### src/rtl/pic24_pkg.sv
// Shared types for the PIC24 instruction-fetch sequencer.
package pic24_pkg;

  localparam int unsigned PC_W    = 23;
  localparam int unsigned INSTR_W = 24;
  localparam int unsigned RPT_W   = 14;

  typedef logic [PC_W-1:0]    pc_t;
  typedef logic [INSTR_W-1:0] instr_t;

  typedef enum logic [1:0] {
    S_BOOT,
    S_REQ,
    S_WAIT,
    S_ISSUE
  } seq_state_e;

endpackage

### src/rtl/pic24_fetch_sequencer.sv
// PIC24 instruction-fetch sequencer: owns the PC, issues one program-memory read at a time,
// holds the returned word in the IR and offers it to execute over valid/ready. Handles branch
// redirects (dropping a stale in-flight read), REPEAT re-issue and debug halt.
module pic24_fetch_sequencer
  import pic24_pkg::*;
#(
  parameter int unsigned     PC_W         = 23,
  parameter int unsigned     INSTR_W      = 24,
  parameter int unsigned     RPT_W        = 14,
  parameter logic [PC_W-1:0] RESET_VECTOR = '0
) (
  input  logic               i_clk_50M,
  input  logic               i_rstn,
  output logic               o_pm_rd,
  output logic [PC_W-1:0]    o_pm_addr,
  input  logic               i_pm_valid,
  input  logic [INSTR_W-1:0] i_pm_rdata,
  output logic [INSTR_W-1:0] o_ir,
  output logic [PC_W-1:0]    o_ir_pc,
  output logic               o_ir_valid,
  input  logic               i_ex_ready,
  input  logic               i_br_taken,
  input  logic [PC_W-1:0]    i_br_target,
  input  logic               i_rpt_load,
  input  logic [RPT_W-1:0]   i_rpt_count,
  input  logic               i_halt,
  output logic               o_halted,
  output logic               o_rpt_active
);

  localparam logic [PC_W-1:0]  PcStep  = PC_W'(2);
  localparam logic [PC_W-1:0]  PcMask  = ~PC_W'(1);
  localparam logic [RPT_W-1:0] RptOne  = RPT_W'(1);

  seq_state_e          state_q, state_d;
  logic [PC_W-1:0]     pc_q, pc_d;
  logic [PC_W-1:0]     ir_pc_q, ir_pc_d;
  logic [INSTR_W-1:0]  ir_q, ir_d;
  logic [RPT_W-1:0]    rpt_cnt_q, rpt_cnt_d;
  logic                drop_q, drop_d;

  logic [PC_W-1:0]     br_pc;
  logic                accept;
  logic                rpt_zero;

  assign br_pc    = i_br_target & PcMask;
  assign accept   = (state_q == S_ISSUE) && i_ex_ready;
  assign rpt_zero = (rpt_cnt_q == '0);

  // State register.
  always_ff @(posedge i_clk_50M or negedge i_rstn) begin
    if (!i_rstn) begin
      state_q <= S_BOOT;
    end else begin
      state_q <= state_d;
    end
  end

  // Next-state logic; a branch always returns to S_REQ except while a stale read is still due.
  always_comb begin
    state_d = state_q;
    unique case (state_q)
      S_BOOT:  state_d = S_REQ;
      S_REQ: begin
        if (!i_halt && !i_br_taken) state_d = S_WAIT;
      end
      S_WAIT: begin
        if (i_pm_valid) state_d = (drop_q || i_br_taken) ? S_REQ : S_ISSUE;
      end
      S_ISSUE: begin
        if (i_br_taken) begin
          state_d = S_REQ;
        end else if (accept && rpt_zero) begin
          state_d = S_REQ;
        end
      end
      default: state_d = S_BOOT;
    endcase
  end

  // Datapath registers: PC, IR, IR address, repeat counter and drop flag.
  always_ff @(posedge i_clk_50M or negedge i_rstn) begin
    if (!i_rstn) begin
      pc_q      <= RESET_VECTOR;
      ir_q      <= '0;
      ir_pc_q   <= '0;
      rpt_cnt_q <= '0;
      drop_q    <= 1'b0;
    end else begin
      pc_q      <= pc_d;
      ir_q      <= ir_d;
      ir_pc_q   <= ir_pc_d;
      rpt_cnt_q <= rpt_cnt_d;
      drop_q    <= drop_d;
    end
  end

  // Datapath next-state; branch has priority over capture, re-issue and REPEAT load.
  always_comb begin
    pc_d      = pc_q;
    ir_d      = ir_q;
    ir_pc_d   = ir_pc_q;
    rpt_cnt_d = rpt_cnt_q;
    drop_d    = drop_q;
    if (i_br_taken) begin
      pc_d      = br_pc;
      rpt_cnt_d = '0;
      // A read still in flight must be swallowed when it eventually returns.
      if (state_q == S_WAIT) drop_d = !i_pm_valid;
    end else begin
      unique case (state_q)
        S_WAIT: begin
          if (i_pm_valid) begin
            if (drop_q) begin
              drop_d = 1'b0;
            end else begin
              ir_d    = i_pm_rdata;
              ir_pc_d = pc_q;
              pc_d    = pc_q + PcStep;
            end
          end
        end
        S_ISSUE: begin
          if (accept) begin
            if (!rpt_zero) begin
              rpt_cnt_d = rpt_cnt_q - RptOne;
            end else if (i_rpt_load) begin
              // Count applies to the instruction fetched next.
              rpt_cnt_d = i_rpt_count;
            end
          end
        end
        default: ;
      endcase
    end
  end

  // Outputs: read strobe only from S_REQ, so a second read can never overlap the first.
  always_comb begin
    o_pm_rd      = (state_q == S_REQ) && !i_halt && !i_br_taken;
    o_pm_addr    = pc_q;
    o_halted     = (state_q == S_REQ) && i_halt;
    o_ir_valid   = (state_q == S_ISSUE);
    o_ir         = ir_q;
    o_ir_pc      = ir_pc_q;
    o_rpt_active = !rpt_zero;
  end

endmodule
### config.mk
export PLATFORM = sky130hd
export DESIGN_NAME = pic24_fetch_sequencer
export DESIGN_NICKNAME = d
export VERILOG_FILES = /design/src/rtl/pic24_pkg.sv /design/src/rtl/pic24_fetch_sequencer.sv
export SDC_FILE = /design/constraint.sdc
export NUM_CORES = 1
export LEC_CHECK = 0
export CAP_MARGIN = 20
export CORE_UTILIZATION = 30
export CTS_CLUSTER_DIAMETER = 30
export DETAILED_ROUTE_END_ITERATION = 8
export PLACE_DENSITY = 0.68
export SLEW_MARGIN = 20
export SYNTH_ARGS = -nofsm -noshare
export SYNTH_HDL_FRONTEND = slang
export SYNTH_SLANG_ARGS = --single-unit
### constraint.sdc
create_clock -name i_clk_50M -period 4 [get_ports i_clk_50M]
set_input_delay 0.8 -clock i_clk_50M [delete_from_list [all_inputs] [get_ports i_clk_50M]]
set_output_delay 0.8 -clock i_clk_50M [all_outputs]
set_load 0.01 [all_outputs]
Word-level counts from Yosys, hierarchy flattened
Index checks and enable logic that the tools add are counted.

Register bits after elaboration: 87. Input port bits: 68. Output and inout bits: 74. Logic and storage cells: 59.

Add/subtract/negate cells: 2. Equal/unequal tests: 8. Mux-type cells: 19. Bitwise gates (word level): 2. Reduce and logical (&&, ||, !) cells: 22.

Operators by type and width (number): $mux W23 (4); $mux W14 (5); $add A23 B2 Y23 const B (1); $logic_not A14 Y1 (1); $sub A14 B1 Y14 const B (1); $mux W2 (5); $reduce_and A3 Y1 (3); $pmux W2 S4 (1); $reduce_bool A2 Y1 (4); $logic_and A1 B1 Y1 (6); $ne A2 B2 Y1 const B (3); $eq A2 B2 Y1 const B (2); $logic_not A1 Y1 (4); $mux W1 (4); $reduce_and A4 Y1 (1); $ne A3 B1 Y1 const B (1); $ne A3 B3 Y1 const B (1); $eq A2 B1 Y1 const B (1); $logic_not A2 Y1 (1); $not A1 Y1 (2); $reduce_and A2 Y1 (1); $logic_or A1 B1 Y1 (1).

Logic depth before layout (Yosys ltp)
Word-level depth: 6. Gate-level depth with buffers: 8. Depth with buffers taken out: 8.

Worst setup path after synthesis
Ideal clock, no wire load.

Kind: input to output. Start point: input port i_br_taken. End point: output port o_pm_rd. Arrival: 1.513 ns. Data required time: 3.200 ns. Setup slack: 1.687 ns. Cell stages on the path: 3. Buffers on the path: 2. Cells stage by stage: clkbuf_1 > clkbuf_1 > nor3b_1.

Cells in the longest elaborated chain, start to end: 2.

Ends and longest elaborated chain: start, declared (line pic24_fetch_sequencer.sv:22) `input logic i_br_taken,`; $logic_not A1 Y1 (line pic24_fetch_sequencer.sv:140) `o_pm_rd = (state_q == S_REQ) && !i_halt && !i_br_taken;`; $logic_and A1 B1 Y1 (line pic24_fetch_sequencer.sv:140); end, declared (line pic24_fetch_sequencer.sv:14) `output logic o_pm_rd,`.

Every way passes these cells.

Worst setup path after layout
Start point: register rpt_cnt_q[0]. End point: output port o_rpt_active.

Cells in the longest elaborated chain, start to end: 2.

Ends and longest elaborated chain: start, declared (line pic24_fetch_sequencer.sv:39) `logic [RPT_W-1:0] rpt_cnt_q, rpt_cnt_d;`; start signal, assigned (line pic24_fetch_sequencer.sv:93) `rpt_cnt_q <= rpt_cnt_d;`; $logic_not A14 Y1 (line pic24_fetch_sequencer.sv:48) `assign rpt_zero = (rpt_cnt_q == '0);`; $logic_not A1 Y1 (line pic24_fetch_sequencer.sv:146) `o_rpt_active = !rpt_zero;`; end, declared (line pic24_fetch_sequencer.sv:28) `output logic o_rpt_active`.

Every way passes these cells.

==> out/results.ini <==
[status]
status=finished, final reports clean

[floorplanning]
start_util=0.314
rows=42
die_w_um=121
dieArea_sq_um=14500
core-area_sq_um=13500
io_pins=142
die_h_um=121

[global_route]
grt_start_max_net_pins=86
antenna_found_initial=0
grt_pass1_wl_mm=17.6
grt_overflow=0
grt_pass1_vias=3414
track_usage=0.156

[timing]
setup_viol=0
fin_tns_setup_ps=0
finClkSkew_ps=5.09
fmax_ghz=0.309
worst_slew_pin_slew_ps=775
fin_crit_sh=0.809
finalCriticalPeriod_ps=3240
hold_viol=0
fin_hold_ws_ps=504
slew-limit-headroom=0.483
rsz0062_at_grt=false
drv_slew=0

[synth]
syn_inst=393
synthDistinctLibCells=51
async_reset_ff_frac=1.00
syn_area_sq_um=4220
ys_ff_latch=85
synth_edf_count=0
ys_seq_area_frac=0.504
syn_avg_cell_area_sq_um=10.7
yosysWarningCount=0
synth_ff_type=dfrtp_1

[detailed_routing]
vias_per_cell=4.92
drtIter0Drc=180
ant_nets=0
routed_wl_mm=10.8
drt_first_pass_iters=4
wl_per_cell_um=15.2
drc=0
vias=3487

[clock_network]
clk_latency_ps=350
clkSinkCount=85
cts_tree=yes
cts_buffers=9
cts_hold_buf=0
h-tree-depth=3
clkTransAtPathRegs_ps=60
root_buffer=clkbuf_16
cts_resized=0
max-clock-path-buffers=2
postCtsSetupRepairBufs=0

[min_path]
hold_path_end=o_ir[0]$_DFFE_PN0P_
hp-class=flop to flop
hp-start=o_ir[0]$_DFFE_PN0P_
hold_depth=1

[worst_setup_path]
path_class=flop to primary output
arrival_ps=2440
reg2reg_depth=7
crit_required_ps=3200
r2r_start=state_q[0]$_DFFE_PN0P_
critPathMaxFanout=6
cp-start-kind=flop
endpoint_kind=primary output
r2r_setup_slack_ps=1570
reg2reg_to=o_pm_addr[21]$_DFFE_PN0P_

[final_layout]
register_area_sq_um=2130
final_cell_mix=clkdlybuf4s50_1 (137), dfrtp_1 (85), mux2_2 (48)
nets=602
multi_input_area_sq_um=1950
fin_util=0.454
area_growth_pct=44.7
drive_gt1_frac=0.144
mostFrequentLayoutCell=clkdlybuf4s50_1
fillerInstances=1275
diodes=0

[job]
drv_cap=0

[place]
dp_hpwl_mm=7.83
gp_congestion=0.881
port_buffers=138

[pwr]
p_leak_nw=2.56
powerDensity_nw_per_um2=645
ir_worst_vdd_uv=391

[critical path, cell delays in order (launching register included)]
cell,delay [ps]
dfrtp_1,430
inv_1,100
ha_1,190
nor3b_1,470
and4_1,300
inv_1,100
clkdlybuf4s50_1,490
[cell type report]
cell class / count / area share
repair buffers: 142 / 0.233
flip-flops and latches: 85 / 0.348
clock buffers: 11 / 0.0414
well taps: 176 / 0.0361
multi-input cells: 276 / 0.319
clock inverters: 5 / 0.0133
inverters: 14 / 0.00861
[metrics by stage]
stage	instances	setup slack, ps	total power [W]	area (sq um)
after floorplan	394	1690	0.00222	4220
after global placement	693	981	0.00299	5770
after detailed placement	693	944	0.00302	5770
after CTS	709	766	0.00397	6100
after global routing	709	607	0.00420	6110
final	709	765	0.00394	6110
[logic make-up after synthesis]
| logic type | synth area share |
|---|---|
| AND/OR/NAND/NOR | 0.158 |
| XOR/XNOR | 0.0436 |
| multiplexers | 0.142 |
| adder cells (fa/ha/maj) | 0.0178 |
| buffers and inverters | 0.0356 |
| other | 0.000889 |
| AO/OA/AOI/OAI | 0.0979 |
| flip-flops | 0.504 |
[worst max-delay path by stage]
stage,startpoint,endpoint,slack [ps],cells after the start
floorplan,i_br_taken,o_pm_rd,1690,3
finish,rpt_cnt_q[0]$_DFFE_PN0P_,o_rpt_active,760,6
CTS,rpt_cnt_q[0]$_DFFE_PN0P_,o_rpt_active,770,6
global placement,i_br_taken,o_pm_rd,980,3
global route,rpt_cnt_q[0]$_DFFE_PN0P_,o_rpt_active,610,6
detailed placement,i_pm_valid,o_ir_pc[10]$_DFFE_PN0P_,940,5
[Yosys cell counts, types with 4 or more instances]
library cell | instances | area [sq um]
a21oi_1 | 5 | 25.0
a31oi_1 | 6 | 37.5
and2_1 | 4 | 25.0
buf_2 | 9 | 45.0
clkbuf_1 | 7 | 26.3
dfrtp_1 | 85 | 2130
ha_1 | 6 | 75.1
inv_1 | 14 | 52.6
mux2_2 | 48 | 541
mux2i_1 | 6 | 60.1
nand2_1 | 40 | 150
nand3_1 | 10 | 50.1
nand4_1 | 10 | 62.6
nor2_1 | 15 | 56.3
nor3_1 | 18 | 90.1
nor3b_1 | 4 | 30.0
nor4_1 | 5 | 31.3
o21ai_0 | 30 | 150
o21ai_1 | 6 | 30.0
xnor2_1 | 13 | 114
xor2_1 | 8 | 70.1
[flip-flops by register name, indices dropped and copies added (netlist names)]
register   flops
o_ir          24
o_ir_pc       22
o_pm_addr     22
rpt_cnt_q     14
state_q        2
drop_q         1
[where the power goes]
group | total [W] | switching, W | internal [W]
logic | 0.00171 | 0.000787 | 0.000928
clock network | 0.000934 | 0.000352 | 0.000582
registers | 0.00129 | 0.000175 | 0.00111
[routing by layer]
layer  vias up  track usage  wire length (um)
met3        14       0.0297               726
met4         0       0.0687               133
met2       132        0.255              5100
li1       1683            -                 -
met1      1658        0.200              4850
met5         -            0                 0
Note: power is estimated with default switching activity, not from simulation.
==> variant, RTL diff (same flow settings) <==
Re-encode `seq_state_e` (4 states) as one-hot, 4 bits wide.
--- a/src/rtl/pic24_pkg.sv
+++ b/src/rtl/pic24_pkg.sv
@@ -8,11 +8,11 @@
   typedef logic [PC_W-1:0]    pc_t;
   typedef logic [INSTR_W-1:0] instr_t;
 
-  typedef enum logic [1:0] {
-    S_BOOT,
-    S_REQ,
-    S_WAIT,
-    S_ISSUE
+  typedef enum logic [3:0] {
+    S_BOOT  = 4'b0001,
+    S_REQ   = 4'b0010,
+    S_WAIT  = 4'b0100,
+    S_ISSUE = 4'b1000
   } seq_state_e;
 
 endpackage
Check against the original RTL: same outputs for any inputs over 4 cycles, from zero or initial values and one cycle with i_rstn low; so few cycles prove little.
==> variant against the original RTL <==
  * Clock skew about the same
  * Cell area decreased by 0.29%
  * Sequential cell count increased by 2
  * Wire length increased by 1.1%
  * Area after synthesis increased by 0.98%
  * Setup slack improved by 0.039 ns
  * Fmax increased by 1.2%
  * Critical path type unchanged
  * Largest cell class unchanged
Power is not compared: it rests on default switching activity, and its combinational part moved more than twofold at a synthesized area within 25%.
==> variant: results (changes against the original RTL) <==
hold depth=1 (unchanged); Hold Startpoint=o_ir[14] (was o_ir[0]); Max IR drop VDD=155 uV; CTS Buffer Depth=2 (unchanged); drt first pass iters=5 (was 4); Synth Flop Type=dfrtp_1 (unchanged); Post-DP Area=5800 um^2 (was 5770 um^2); Post-CTS Setup Bufs=0 (unchanged); LEAKAGE=2.61 nW; number of global-route vias before repair=3564 (was 3414); post-CTS sizing=0 (unchanged); root buffer cell=clkbuf_16 (unchanged); Vias/cell=5.01 (was 4.92); max reg flops=24 (unchanged); ranking of synthesized cells by area=dfrtp_1, mux2_2, xor2_1 (was dfrtp_1, mux2_2, nand2_1); dpl cells=698 (was 693); initial antenna violation count=0 (unchanged); Slew HR=35.5% (was 48.3%); Ys Warns=0 (unchanged); Net Sw Frac=26.9%; RePlAce Congestion=0.925 (was 0.881); reg-to-reg startpoint=rpt_cnt_q[0] (was state_q[0]); cts bufs inserted=9 (unchanged); largest net degree at the start of global routing=74 (was 86); worst reg2reg setup slack=1.30 ns (was 1.57 ns); Ant. Diodes=0 (unchanged); total track usage=15.4% (was 15.6%); worst-path maximum fanout=8 (was 6); final hold viol count=0 (unchanged); FILL cells=1277 (was 1275); first-pass GRT wire length=17.7 mm (was 17.6 mm); Commonest cells post-synth=dfrtp_1, mux2_2, nand2_1 (unchanged); fin cells=712 (was 709); DP Wirelength=7.92 mm (was 7.83 mm); Data arrival, critical path=2.40 ns (was 2.44 ns); average wire per standard cell=15.3 um (was 15.2 um); critical path startpoint category=flop (unchanged); htree depth=3 (unchanged); worst r2r dst=rpt_cnt_q[11] (was o_pm_addr[21]); asr flop ratio synth=100% (unchanged); min-delay worst type=reg2reg (unchanged); # nets final=600 (was 602); buffers added on ports=138 (unchanged); status=complete, no violations (unchanged); Clock Latency Late Sink=0.33 ns (was 0.35 ns); syn_area_per_cell=10.9 um^2 (was 10.7 um^2); layout cells sized above 1=14.8% (was 14.4%); worst hold endpoint=o_ir[14] (was o_ir[0]); initial drt markers=246 (was 180); sequential fraction of the synthesis area=51.1% (was 50.4%); Setup Skew=0.00547 ns (was 0.00509 ns)
==> variant: how the worst max path moves through the flow <==
stage | from | endpoint | slack, ns | cells after the start
floorplan | i_br_taken | o_pm_rd | 1.62 | 3
global placement | i_pm_valid | o_ir_pc[12] | 0.92 | 6
detailed placement | i_pm_valid | o_ir_pc[2] | 0.88 | 6
CTS | state_q[3] | o_pm_rd | 0.75 | 3
global route | state_q[3] | o_pm_rd | 0.53 | 3
finish | state_q[3] | o_pm_rd | 0.80 | 3
==> variant: power groups by stage <==
stage	clock network, mW	logic (mW)	registers (mW)
after floorplan	0	0.262	1.25
after global placement	0	0.757	1.20
after detailed placement	0	0.770	1.22
after CTS	0.858	0.773	1.20
after global routing	0.901	0.825	1.22
final	0.827	0.763	1.20
==> variant: worst max-delay path, stage by stage, from the launching register on <==
cell	delay [ns]
dfrtp_1	0.48
nor4b_1	0.56
nor3b_1	0.40
clkdlybuf4s50_1	0.61
==> variant: logic make-up after synthesis <==
kind of cell             synth area share, %
multiplexers                            13.2
adder cells (fa/ha/maj)                0.881
other                                 0.0880
AO/OA/AOI/OAI                           9.52
buffers and inverters                   3.02
XOR/XNOR                                4.73
flip-flops                              51.1
AND/OR/NAND/NOR                         17.5
==> variant: area by class of cell <==
cell class	count	area, um^2	share of cell area (%)
repair buffers	144	1420	23.3
flip-flops and latches	87	2180	35.8
clock inverters	3	43.8	0.719
clock buffers	11	243	3.99
inverters	6	22.5	0.370
multi-input cells	281	1960	32.1
well taps	180	225	3.70
==> variant: through the flow <==
| stage | worst slack, ns | util [%] | hold WS, ns | power [mW] |
|---|---|---|---|---|
| 3_5_place_dp | 0.881 | 41.8 | 0.480 | 1.99 |
| 3_3_place_gp | 0.921 | 41.8 | 0.471 | 1.95 |
| 2_1_floorplan | 1.62 | - | 0.464 | 1.52 |
| 6_report | 0.804 | 43.9 | 0.486 | 2.79 |
| 4_1_cts | 0.750 | 43.9 | 0.494 | 2.83 |
| 5_1_grt | 0.532 | 43.9 | 0.515 | 2.95 |
==> variant: per-layer routing <==
metal / vias to the layer above / global-route usage (%) / share of wire [%]
li1: 1691 / - / -
met1: 1736 / 19.5 / 43
met2: 129 / 25.4 / 49
met3: 11 / 4.42 / 6.8
met4: 0 / 4.17 / 1.1
met5: - / 0 / 0
